<file path="src/rtl/instr_decode_stage_if.sv">
// Purpose : fetch-side and decode-side stream signals of the RV32I decode stage.
// Latency : none, this is wiring only.
// Backpressure: in_valid/in_ready upstream, out_valid/out_ready downstream.
//
// Ports (as seen by the stage, modport slave):
//   in_valid, in_instr, in_pc, out_ready                  inputs
//   in_ready, out_valid, CODE, rd, rs1, rs2, funct3,
//   funct7b5, imm, pc, illegal                            outputs
// The master modport is the environment's view (fetch + downstream).
interface instr_decode_stage_if #(
    parameter int XLEN = 32
);
    logic            in_valid;
    logic            in_ready;
    logic [XLEN-1:0] in_instr;
    logic [XLEN-1:0] in_pc;
    logic            out_valid;
    logic            out_ready;
    logic [9:0]      CODE;
    logic [4:0]      rd;
    logic [4:0]      rs1;
    logic [4:0]      rs2;
    logic [2:0]      funct3;
    logic            funct7b5;
    logic [XLEN-1:0] imm;
    logic [XLEN-1:0] pc;
    logic            illegal;

    modport slave (
        input  in_valid, in_instr, in_pc, out_ready,
        output in_ready, out_valid, CODE, rd, rs1, rs2, funct3, funct7b5,
               imm, pc, illegal
    );

    modport master (
        output in_valid, in_instr, in_pc, out_ready,
        input  in_ready, out_valid, CODE, rd, rs1, rs2, funct3, funct7b5,
               imm, pc, illegal
    );
endinterface

</file>
<file path="src/rtl/instr_decode_stage.sv">
// Purpose : RV32I decode stage: opcode -> one-hot CODE, register fields, sign-extended imm.
// Latency : 1 cycle (accepted at edge N, out_valid after edge N).
// Backpressure: 2-entry skid buffer; in_ready is a register, low only while both entries are full.
//
// Ports:
//   clk    rising-edge clock
//   reset  asynchronous active-low reset
//   flush  synchronous discard of all buffered entries and of the input accepted that cycle
//   bus    instr_decode_stage_if.slave: fetch handshake (in_*) and decoded record (out_*)
module instr_decode_stage (
    input  logic                 clk,
    input  logic                 reset,
    input  logic                 flush,
    instr_decode_stage_if.slave  bus
);

    typedef struct packed {
        logic [9:0]  code;
        logic [4:0]  rd;
        logic [4:0]  rs1;
        logic [4:0]  rs2;
        logic [2:0]  funct3;
        logic        funct7b5;
        logic [31:0] imm;
        logic [31:0] pc;
        logic        illegal;
    } dec_t;

    typedef enum logic [1:0] {
        EMPTY = 2'd0,
        ONE   = 2'd1,
        TWO   = 2'd2
    } state_t;

    typedef enum logic [2:0] {
        IMM_NONE,
        IMM_I,
        IMM_S,
        IMM_B,
        IMM_U,
        IMM_J
    } imm_sel_t;

    state_t   state_q, state_d;
    dec_t     main_q, skid_q;
    dec_t     dec_in;
    imm_sel_t imm_sel;
    logic     in_ready_q;
    logic     acc, pop;
    logic     ld_main_in, ld_main_skid, ld_skid;
    logic [31:0] ins;

    assign ins = bus.in_instr;

    // ---------------- combinational decode of the incoming instruction ----------------
    always_comb begin
        dec_in          = '0;
        imm_sel         = IMM_NONE;
        dec_in.rd       = ins[11:7];
        dec_in.rs1      = ins[19:15];
        dec_in.rs2      = ins[24:20];
        dec_in.funct3   = ins[14:12];
        dec_in.funct7b5 = ins[30];
        dec_in.pc       = bus.in_pc;

        case (ins[6:0])
            7'b1101111: begin dec_in.code = 10'b00_0000_0001; imm_sel = IMM_J; end
            7'b1100111: begin dec_in.code = 10'b00_0000_0010; imm_sel = IMM_I; end
            7'b0110111: begin dec_in.code = 10'b00_0000_0100; imm_sel = IMM_U; end
            7'b0010111: begin dec_in.code = 10'b00_0000_1000; imm_sel = IMM_U; end
            7'b1100011: begin dec_in.code = 10'b00_0001_0000; imm_sel = IMM_B; end
            7'b0110011: begin dec_in.code = 10'b00_0010_0000; end
            7'b0100011: begin dec_in.code = 10'b00_0100_0000; imm_sel = IMM_S; end
            7'b0010011: begin dec_in.code = 10'b00_1000_0000; imm_sel = IMM_I; end
            7'b0000011: begin dec_in.code = 10'b01_0000_0000; imm_sel = IMM_I; end
            7'b1110011: begin dec_in.code = 10'b10_0000_0000; imm_sel = IMM_I; end
            // FENCE is passed on as a NOP: no type bit, not illegal, no immediate.
            7'b0001111: begin end
            default:    dec_in.illegal = 1'b1;
        endcase

        case (imm_sel)
            IMM_I:   dec_in.imm = {{20{ins[31]}}, ins[31:20]};
            IMM_S:   dec_in.imm = {{20{ins[31]}}, ins[31:25], ins[11:7]};
            IMM_B:   dec_in.imm = {{19{ins[31]}}, ins[31], ins[7], ins[30:25], ins[11:8], 1'b0};
            IMM_U:   dec_in.imm = {ins[31:12], 12'b0};
            IMM_J:   dec_in.imm = {{11{ins[31]}}, ins[31], ins[19:12], ins[20], ins[30:21], 1'b0};
            default: dec_in.imm = 32'd0;
        endcase
    end

    // ---------------- skid buffer control ----------------
    assign acc = bus.in_valid & in_ready_q;
    assign pop = (state_q != EMPTY) & bus.out_ready;

    always_comb begin
        state_d      = state_q;
        ld_main_in   = 1'b0;
        ld_main_skid = 1'b0;
        ld_skid      = 1'b0;
        if (flush) begin
            // Loads stay off so the flush-cycle input never reaches a register.
            state_d = EMPTY;
        end else begin
            case (state_q)
                EMPTY: begin
                    if (acc) begin
                        state_d    = ONE;
                        ld_main_in = 1'b1;
                    end
                end
                ONE: begin
                    if (acc && pop) begin
                        ld_main_in = 1'b1;
                    end else if (acc) begin
                        state_d = TWO;
                        ld_skid = 1'b1;
                    end else if (pop) begin
                        state_d = EMPTY;
                    end
                end
                TWO: begin
                    // in_ready is low here, so only a pop can happen.
                    if (pop) begin
                        state_d      = ONE;
                        ld_main_skid = 1'b1;
                    end
                end
                default: state_d = EMPTY;
            endcase
        end
    end

    always_ff @(posedge clk or negedge reset) begin
        if (!reset) begin
            state_q    <= EMPTY;
            in_ready_q <= 1'b1;
            main_q     <= '0;
            skid_q     <= '0;
        end else begin
            state_q    <= state_d;
            in_ready_q <= (state_d != TWO);
            if (ld_main_in) begin
                main_q <= dec_in;
            end else if (ld_main_skid) begin
                main_q <= skid_q;
            end
            if (ld_skid) begin
                skid_q <= dec_in;
            end
        end
    end

    // ---------------- outputs: always the head (main) entry ----------------
    assign bus.in_ready  = in_ready_q;
    assign bus.out_valid = (state_q != EMPTY);
    assign bus.CODE      = main_q.code;
    assign bus.rd        = main_q.rd;
    assign bus.rs1       = main_q.rs1;
    assign bus.rs2       = main_q.rs2;
    assign bus.funct3    = main_q.funct3;
    assign bus.funct7b5  = main_q.funct7b5;
    assign bus.imm       = main_q.imm;
    assign bus.pc        = main_q.pc;
    assign bus.illegal   = main_q.illegal;

endmodule

</file>
<file path="src/flat_wrapper.sv">
// flat-port wrapper written by rule: the top's interface ports become plain ports
module instr_decode_stage_flat 
  (clk, reset, flush, bus_in_valid, bus_in_instr, bus_in_pc, bus_out_ready, bus_in_ready, bus_out_valid, bus_CODE, bus_rd, bus_rs1, bus_rs2, bus_funct3, bus_funct7b5, bus_imm, bus_pc, bus_illegal);
  instr_decode_stage_if #(.XLEN(32)) bus_i ();
  input  logic clk;
  input  logic reset;
  input  logic flush;
  input wire logic [$bits(bus_i.in_valid)-1:0] bus_in_valid;
  input wire logic [$bits(bus_i.in_instr)-1:0] bus_in_instr;
  input wire logic [$bits(bus_i.in_pc)-1:0] bus_in_pc;
  input wire logic [$bits(bus_i.out_ready)-1:0] bus_out_ready;
  output wire logic [$bits(bus_i.in_ready)-1:0] bus_in_ready;
  output wire logic [$bits(bus_i.out_valid)-1:0] bus_out_valid;
  output wire logic [$bits(bus_i.CODE)-1:0] bus_CODE;
  output wire logic [$bits(bus_i.rd)-1:0] bus_rd;
  output wire logic [$bits(bus_i.rs1)-1:0] bus_rs1;
  output wire logic [$bits(bus_i.rs2)-1:0] bus_rs2;
  output wire logic [$bits(bus_i.funct3)-1:0] bus_funct3;
  output wire logic [$bits(bus_i.funct7b5)-1:0] bus_funct7b5;
  output wire logic [$bits(bus_i.imm)-1:0] bus_imm;
  output wire logic [$bits(bus_i.pc)-1:0] bus_pc;
  output wire logic [$bits(bus_i.illegal)-1:0] bus_illegal;
  assign bus_i.in_valid = bus_in_valid;
  assign bus_i.in_instr = bus_in_instr;
  assign bus_i.in_pc = bus_in_pc;
  assign bus_i.out_ready = bus_out_ready;
  assign bus_in_ready = bus_i.in_ready;
  assign bus_out_valid = bus_i.out_valid;
  assign bus_CODE = bus_i.CODE;
  assign bus_rd = bus_i.rd;
  assign bus_rs1 = bus_i.rs1;
  assign bus_rs2 = bus_i.rs2;
  assign bus_funct3 = bus_i.funct3;
  assign bus_funct7b5 = bus_i.funct7b5;
  assign bus_imm = bus_i.imm;
  assign bus_pc = bus_i.pc;
  assign bus_illegal = bus_i.illegal;
  instr_decode_stage u_core (.clk(clk), .reset(reset), .flush(flush), .bus(bus_i));
endmodule
</file>
<file path="config.mk">
export PLATFORM = sky130hd
export DESIGN_NAME = instr_decode_stage_flat
export DESIGN_NICKNAME = d
export VERILOG_FILES = /design/src/rtl/instr_decode_stage_if.sv /design/src/rtl/instr_decode_stage.sv /design/src/flat_wrapper.sv
export SDC_FILE = /design/constraint.sdc
export NUM_CORES = 1
export LEC_CHECK = 0
export ABC_CLOCK_PERIOD_IN_PS = 1800
export BUFFER_PORTS_ARGS = -buffer_cell sky130_fd_sc_hd__buf_4
export CORE_MARGIN = 2
export CORE_UTILIZATION = 50
export CTS_CLUSTER_DIAMETER = 30
export DETAILED_ROUTE_END_ITERATION = 12
export PLACE_DENSITY_LB_ADDON = 0.08
export SYNTH_ARGS = -nofsm -noshare
export SYNTH_HDL_FRONTEND = slang
export SYNTH_SLANG_ARGS = --single-unit
</file>
<file path="constraint.sdc">
create_clock -name clk -period 1.8 [get_ports clk]
set_clock_uncertainty 0.15 [all_clocks]
set_input_delay 0.36 -clock clk [delete_from_list [all_inputs] [get_ports clk]]
set_output_delay 0.36 -clock clk [all_outputs]
set_load 0.01 [all_outputs]
</file>
==> flow_summary.ini, run 1 <==
[sta]
fmax_mhz = 549.2
grt_setup_unrepaired = yes
hold_viol = 0
setup_ws_ns = -0.02084
holdWs_ns = 0.01325
report.final.slew_viol_count = 0
setup_violations = 2
period_minus_slack_ns = 1.821
worst_pin_slew_ns = 0.4662
fin_crit_sh_pct = 101.2
relSlewSlack_pct = 68.63

[power_and_ir_drop]
ir_drop_mv = 0.7073
p_leak_nw = 5.837
power_density_nw_per_um2 = 974.0
power_mw = 11.47

[synth]
synth_area_leaders = dfrtp_1 57%, nand2_1 14%, a22oi_1 4.6%
synth_cells = 876
synthFlopType = dfrtp_1
yosys_register_bits = 191
synth_edf_count = 0
netlist_area_um2 = 8364
synth_common_cells = 316 x nand2_1, 190 x dfrtp_1, 51 x a22oi_1
async_reset_ff_share_pct = 100.0
syn-num-nets = 945
synth.largest_area_cell = dfrtp_1
syn_avg_cell_area_um2 = 9.548
yosysWarnings = 0
yosysMostFrequentCell = nand2_1
ys_types = 63
yosysSeqAreaShare_pct = 57.16
synth_top_cell_area_share_pct = 56.84

[global_route]
grt_max_degree = 43
grt_overflow = 0
grt_pass1_vias = 7272
grt_pass1_wl_um = 37670
track_usage_pct = 26.74
antenna_found_initial = 0

[drt]
ant_nets = 0
drt_pass1_iterations = 5
num_vias = 7458
drtIter0Drc = 565
routed_via_density = 5.464
wl_per_cell_um = 17.39
wl_um = 23730
drcViolationCount = 0

[floorplan]
initial_core_util_pct = 50.80
die-area_um2 = 17780
core_region_area_um2 = 16470
boundaryPins = 165
chipWidth_um = 133.3
die_y_um = 133.3
num_rows = 47

[worst_setup_path]
cp-start-kind = flip-flop
path_cells = nand4bb_4, buf_4, nor2_4, buf_6, buf_12, nand3_1, nand2_1
path_max_fanout = 17
path_delay_family = flip-flops
cpMaxStageDelayCell = dfstp_2
path_class = flip-flop to flip-flop
critPathCaptureType = flip-flop
path_buf_inv = 3
max_stage_delay_ns = 0.57
crit_arrival_ns = 2.04
critical_path_required_ns = 2.02

[cts]
cts-buffers-inserted = 17
clk_pin_slew_ns = 0.07
cts_sinks = 191
clockRootBuffer = clkbuf_16
cts_tree = done
htreeDepth = 4
ctsLongestPathBuffers = 2
worstSkewPairLatency_ns = 0.44

[placement]
dp_cells = 1284
dp_hpwl_um = 15430
place.gp.congestion = 0.9267
portBuffers = 164
dp_slack_ns = -0.05486

[final_layout]
finish.utilization_pct = 71.52
areaGrowthSynthToFinish_pct = 40.79
nFillCells = 1248
num_antenna_cells = 0
final_cells = 1365
final_nets = 1202
drive_above_1_share_pct = 29.52

[hold_path]
hold_class = input pin to flip-flop

[run]
cap_violations = 0

[run_status]
outcome = finished, violations left
violations = setup timing
==> tightest hold or removal path, delay by kind of cell <==
| kind | cells | cell delay, ns |
|---|---|---|
| buf+inv | 1 | 0.11 |
| simple gates | 2 | 0.10 |
==> kinds of logic after synthesis <==
| kind of cell | synth area share (%) |
|---|---|
| simple gates | 22.42 |
| flops | 57.16 |
| compound gates | 15.83 |
| buf+inv | 4.144 |
| xor+xnor | 0.3142 |
| mux | 0.1346 |
==> where the power goes <==
part           internal, mW  leakage [nW]  switching, mW
combinational          1.08          3.09           1.06
clock                  2.25         0.279           1.62
sequential             5.03          2.47          0.434
==> metal layers <==
metal  global-route usage [%]  vias up  share of wire, %
met5                        0        -                 0
met4                    7.270        0               1.3
met2                    41.38      228                48
met3                    5.365       28               5.5
met1                    38.79     3682                45
li1                         -     3520                 -
==> registers in the layout, summed over array words and instances, names as in the netlist <==
| register | flops |
|---|---|
| u_core.bus.funct3 | 3 |
| u_core.bus.rd | 5 |
| u_core.skid_q | 94 |
| u_core.bus.funct7b5 | 1 |
| u_core.bus.imm | 32 |
| u_core.bus.in_ready | 1 |
| u_core.state_q | 2 |
| u_core.bus.rs1 | 5 |
| u_core.bus.illegal | 1 |
| u_core.bus.rs2 | 5 |
| u_core.bus.pc | 32 |
| u_core.bus.CODE | 10 |
==> stage by stage <==
step	setup TNS, ns	area [um2]
after floorplan	0	8364
after global placement	-0.04359	10480
after detailed placement	-0.5930	10480
after CTS	-0.06128	11510
after global routing	-4.712	11780
final	-0.02537	11780
==> cell usage in the layout (no fill, tap or decap), types with 4 or more instances in the layout <==
cell           instances
a22oi_2                4
buf_12                17
nand2b_1               5
a2bb2oi_1             11
nor2_1                40
o211ai_1               6
o21ai_0               13
inv_1                 13
nor3_1                 5
clkbuf_16             22
nand2_1              314
o21ai_1                8
a21oi_1               20
o221ai_1               5
buf_6                 13
clkinvlp_4             4
a32oi_1                5
a22oi_1               47
a21oi_2               12
nand3_1               41
a22o_1                 6
buf_4                223
a221o_1               12
dfrtp_1              189
o31ai_1                4
dlygate4sd3_1         38
==> path summary, 6_finish.rpt <==
kind                                   endpoint  cells after the start           startpoint  slack [ns]
setup / recovery              u_core.skid_q[91]                      7  u_core.bus.in_ready       -0.02
hold / removal                u_core.skid_q[83]                      3     bus_in_instr[11]        0.01
setup reg to reg              u_core.skid_q[91]                      7  u_core.bus.in_ready       -0.02
hold reg to reg               u_core.skid_q[29]                      2    u_core.skid_q[29]        0.32
max in group asynchronous     u_core.bus.imm[4]                      3                reset        0.64
min in group asynchronous  u_core.bus.funct3[1]                      2                reset        0.28
==> layout make-up <==
cell class	count	area (um2)	share of cell area, %
clock inverter	9	133.9	1.137
multi-input combinational	611	3349	28.44
tap	220	275.3	2.337
timing repair buffer	299	2723	23.12
sequential	191	4782	40.61
inverter	13	48.80	0.4144
clock buffer	22	464.2	3.942
==> timing repair <==
| action | 4_1_cts | 5_1_grt |
|---|---|---|
| cloned | 0 | 5 |
| pin swaps | 2 | 9 |
| hold buffers | 38 | 0 |
| gates resized for setup | 10 | 23 |
| endpoints found under the setup margin | 25 | 145 |
| buffers inserted | 3 | 4 |
| endpoints found under the hold margin | 75 | 0 |
(Power assumes the default switching activity.)
==> inputs of run 2 (changes only) <==
--- a/config.mk
+++ b/config.mk
@@ -12,6 +12,7 @@
 export CTS_CLUSTER_DIAMETER = 30
 export DETAILED_ROUTE_END_ITERATION = 12
 export PLACE_DENSITY_LB_ADDON = 0.08
+export SETUP_SLACK_MARGIN = 0.05
 export SYNTH_ARGS = -nofsm -noshare
 export SYNTH_HDL_FRONTEND = slang
 export SYNTH_SLANG_ARGS = --single-unit
==> flow_summary.ini, run 2 (synthesized netlist as in run 1, its figures left out) <==
[worst_setup_path]
path_buf_inv = 2
path_cells = and4bb_4, buf_12, nand2_8, a211oi_4, buf_6, a21oi_2
path_class = flip-flop to flip-flop
cp-start-kind = flip-flop
cp-startpoint = u_core.bus.in_ready
cpMaxStageDelayCell = dfstp_2
crit_arrival_ns = 2.06
critPathCaptureType = flip-flop
critical_path_required_ns = 1.97
path_delay_family = flip-flops
max_stage_delay_ns = 0.57
reg2reg_from = u_core.bus.in_ready
path_max_fanout = 8
reg2reg_slack_ns = -0.09

[final_layout]
layout_commonest_cell = nand2_1
finish.utilization_pct = 79.32
areaGrowthSynthToFinish_pct = 56.14
nFillCells = 1001
largest_register_ffs = 94
mostFrequentLayoutCells = 233 x nand2_1, 199 x buf_4, 189 x dfrtp_1
drive_above_1_share_pct = 43.39
final_cells = 1377
regMostFlops = u_core.skid_q
num_antenna_cells = 0
final_nets = 1213

[drt]
drt_pass1_iterations = 5
ant_nets = 0
wl_per_cell_um = 20.34
num_vias = 7835
routed_via_density = 5.690
drtIter0Drc = 720
drcViolationCount = 0
wl_um = 28010

[floorplan]
boundaryPins = 165
core_region_area_um2 = 16470
die-area_um2 = 17780
chipWidth_um = 133.3
initial_core_util_pct = 50.80
num_rows = 47
die_y_um = 133.3

[global_route]
grt_pass1_wl_um = 37720
grt_pass1_vias = 7014
track_usage_pct = 26.88
antenna_found_initial = 0
grt_overflow = 0
grt_max_degree = 45

[cts]
cts_tree = done
clk_pin_slew_ns = 0.07
htreeDepth = 4
clockRootBuffer = clkbuf_16
worstSkewPairLatency_ns = 0.43
ctsLongestPathBuffers = 2
cts-buffers-inserted = 17
cts_sinks = 191

[run]
cap_violations = 0

[sta]
worst_pin_slew_ns = 0.5536
fmax_mhz = 528.7
grt_setup_unrepaired = yes
setup_violations = 97
fin_crit_sh_pct = 105.1
report.final.slew_viol_count = 0
period_minus_slack_ns = 1.891
setup_ws_ns = -0.09128
hold_viol = 0
relSlewSlack_pct = 62.85

[run_status]
violations = setup timing
outcome = finished, violations left

[hold_path]
min_from = bus_in_instr[19]
hold_class = input pin to flip-flop

[placement]
place.gp.congestion = 0.8420
portBuffers = 164
dp_hpwl_um = 15430
dp_cells = 1275

[power_and_ir_drop]
ir_drop_mv = 0.6991
p_leak_nw = 6.258
power_density_nw_per_um2 = 917.6
[run 2: cell count changes in the layout (fill, tap and decap cells not counted), moves of 9 or more]
cell	change
buf_4	-24
nand2_1	-81
clkbuf_16	+14
a22oi_2	+30
nand2_2	+53
buf_12	+11
a2bb2oi_1	-9
a21oi_1	-12
a22oi_1	-30
nand2_4	+27
a2bb2oi_2	+9
[run 2: metal layers]
metal | track usage [%] | up-vias | routed length (um)
met2 | 41.58 | 311 | 13720
met4 | 7.506 | 0 | 527
met1 | 40.02 | 3926 | 12010
li1 | - | 3547 | -
met5 | 0 | - | 0
met3 | 3.843 | 51 | 1743
[run 2: worst paths after layout]
kind / cells after the start / to
min in group asynchronous: 2 / u_core.skid_q[76]
max in group asynchronous: 3 / u_core.skid_q[9]
min reg2reg: 2 / u_core.bus.CODE[3]
min: 3 / u_core.skid_q[78]
max: 6 / u_core.skid_q[50]
max reg2reg: 6 / u_core.skid_q[50]
[run 2: layout make-up]
cell class / instances / area [um2] / share of cell area (%)
Inverter: 13 / 48.80 / 0.3736
Tap cell: 220 / 275.3 / 2.108
Multi-Input combinational cell: 612 / 4106 / 31.44
Sequential cell: 191 / 4782 / 36.62
Timing Repair Buffer: 309 / 3254 / 24.92
Clock inverter: 14 / 153.9 / 1.178
Clock buffer: 18 / 439.2 / 3.363
[run 2: timing repair]
item / in CTS / in global routing
cloned: 2 / 23
endpoints found under the setup margin: 140 / 141
hold buffers: 36 / 0
gates resized for setup: 34 / 217
pin swaps: 17 / 161
setup buffers: 5 / 4
hold endpoints to repair: 72 / 0
[run 2: where the power goes]
group,total [mW],switching [mW],internal (mW)
logic,2.55,1.23,1.32
registers,5.63,0.600,5.03
clock network,3.81,1.80,2.00
[run 2: metrics by stage]
step	hold slack [ns]	TNS (ns)	instance area, um2	power, mW	setup WS, ns
global route	0.01390	-7.111	13060	12.51	-0.1267
global placement	0.1913	-1.340	10440	7.418	-0.07487
floorplan	-0.08559	0	8373	6.406	0.06162
CTS	0.0001702	-0.009564	11640	11.37	-0.007909
detailed placement	0.1890	-3.063	10440	7.474	-0.1135
finish	0.01279	-2.454	13060	11.98	-0.09128
[run 2: worst reg2reg max path: cells and delay by family (launching register included)]
family,cells,cell delay [ns]
buf+inv,2,0.32
compound gates,2,0.30
flops,1,0.57
simple gates,2,0.43
==> inputs of run 3 (changes only) <==
--- a/config.mk
+++ b/config.mk
@@ -7,6 +7,7 @@
 export LEC_CHECK = 0
 export ABC_CLOCK_PERIOD_IN_PS = 1800
 export BUFFER_PORTS_ARGS = -buffer_cell sky130_fd_sc_hd__buf_4
+export CORE_ASPECT_RATIO = 0.6
 export CORE_MARGIN = 2
 export CORE_UTILIZATION = 50
 export CTS_CLUSTER_DIAMETER = 30
==> flow_summary.ini, run 3 (synthesized netlist as in run 1, its figures left out) <==
[cts]
clk_pin_slew_ns = 0.08
cts-buffers-inserted = 17
worstSkewPairLatency_ns = 0.43
ctsLongestPathBuffers = 2
htreeDepth = 4
cts_tree = done
clockRootBuffer = clkbuf_16
cts_sinks = 191

[floorplan]
num_rows = 36
boundaryPins = 165
die_y_um = 104.2
initial_core_util_pct = 51.30
core_region_area_um2 = 16310
chipWidth_um = 171.0
die-area_um2 = 17810

[final_layout]
layout_commonest_cell = nand2_1
final_nets = 1202
drive_above_1_share_pct = 37.09
seqCellArea_um2 = 4782
areaGrowthSynthToFinish_pct = 48.18
multi_input_area_um2 = 3749
regMostFlops = u_core.skid_q
largest_register_ffs = 94
nFillCells = 1143
final_cells = 1374
num_antenna_cells = 0
mostFrequentLayoutCells = 260 x nand2_1, 212 x buf_4, 189 x dfrtp_1

[drt]
ant_nets = 0
drcViolationCount = 0
drt_pass1_iterations = 5
routed_via_density = 5.635
num_vias = 7742
wl_um = 26440
drtIter0Drc = 851
wl_per_cell_um = 19.24

[worst_setup_path]
crit_arrival_ns = 1.99
path_delay_family = flip-flops
cpMaxStageDelayCell = dfstp_2
path_max_fanout = 34
critical_path_required_ns = 1.96
max_stage_delay_ns = 0.57
path_buf_inv = 2
cp-start-kind = flip-flop
critPathCaptureType = flip-flop
path_class = flip-flop to flip-flop
path_cells = and4bb_4, a21oi_4, buf_12, a222oi_1, inv_1

[global_route]
grt_max_degree = 52
busiest_layer = met1
antenna_found_initial = 0
grtUsageMet1_pct = 44.15
grt_pass1_vias = 7218
grt_overflow = 0
grtUsageMet2_pct = 38.80
track_usage_pct = 27.56
grt_pass1_wl_um = 38760
use_met3_pct = 4.490

[placement]
dp_hpwl_um = 15960
portBuffers = 164
dp_cells = 1281
place.gp.congestion = 0.8990

[sta]
report.final.slew_viol_count = 0
fin_crit_sh_pct = 101.6
worst_pin_slew_ns = 0.5011
hold_viol = 0
tns_ns = -0.05036
setup_ws_ns = -0.02926
setup_violations = 2
period_minus_slack_ns = 1.829
fmax_mhz = 546.7
grt_setup_unrepaired = yes
relSlewSlack_pct = 66.59

[power_and_ir_drop]
p_leak_nw = 6.178
power_density_nw_per_um2 = 941.5
ir_drop_mv = 0.6270

[hold_path]
hold_class = input pin to flip-flop

[run_status]
violations = setup timing
outcome = finished, violations left

[run]
cap_violations = 0
run 3: worst register-to-register path, cell delays in order, from the launching register on:
cell and delay (ns):
dfstp_2 0.57, and4bb_4 0.32, a21oi_4 0.09, buf_12 0.19, a222oi_1 0.32, inv_1 0.07
run 3: repair_timing:
item / 4_1_cts / 5_1_grt
hold buffers: 31 / 0
resized for setup: 9 / 143
buffers inserted: 2 / 10
endpoints found under the setup margin: 76 / 153
cloned: 1 / 18
hold endpoints to repair: 73 / 0
pin swaps: 1 / 59
run 3: cell type report:
cell class / instances / area share, %
clock buffer: 19 / 3.493
clock inverter: 13 / 1.363
inverter: 13 / 0.3937
multi-input combinational: 612 / 30.24
sequential: 191 / 38.58
tap: 228 / 2.302
timing repair buffer: 298 / 23.62
run 3: path summary, 6_finish.rpt:
| kind | from | endpoint | slack, ns | depth (start not counted) |
|---|---|---|---|---|
| setup / recovery | u_core.bus.in_ready | u_core.bus.CODE[2] | -0.03 | 5 |
| hold / removal | bus_in_pc[17] | u_core.skid_q[18] | 0.01 | 3 |
| setup reg to reg | u_core.bus.in_ready | u_core.bus.CODE[2] | -0.03 | 5 |
| hold reg to reg | u_core.skid_q[91] | u_core.bus.CODE[7] | 0.32 | 2 |
| max in group asynchronous | reset | u_core.bus.rs2[2] | 0.55 | 3 |
| min in group asynchronous | reset | u_core.bus.imm[7] | 0.30 | 2 |
run 3: where the power goes:
part | switching (mW) | internal, mW | leakage (nW)
Combinational | 1.16 | 1.12 | 3.41
Sequential | 0.469 | 5.02 | 2.47
Clock | 1.79 | 2.11 | 0.294
Total | 3.42 | 8.25 | 6.18
run 3: per-stage QoR:
stage	utilization (%)	hold slack (ns)	cell area (um2)	setup slack (ns)	total power, mW
after global routing	76.01	0.01316	12390	-0.09073	12.19
after CTS	69.87	0.003501	11390	0.009141	11.45
after floorplan	-	-0.08559	8373	0.06162	6.406
after global placement	63.81	0.2109	10410	-0.09593	7.429
after detailed placement	63.81	0.2104	10410	-0.1235	7.491
final	76.01	0.01160	12390	-0.02926	11.67
run 3: metal layers:
layer,routed length (um),share of wire (%),vias up
li1,-,-,3536
met1,12410,47,3780
met2,11540,44,392
met3,2148,8.1,34
met4,335,1.3,0
met5,0,0,-
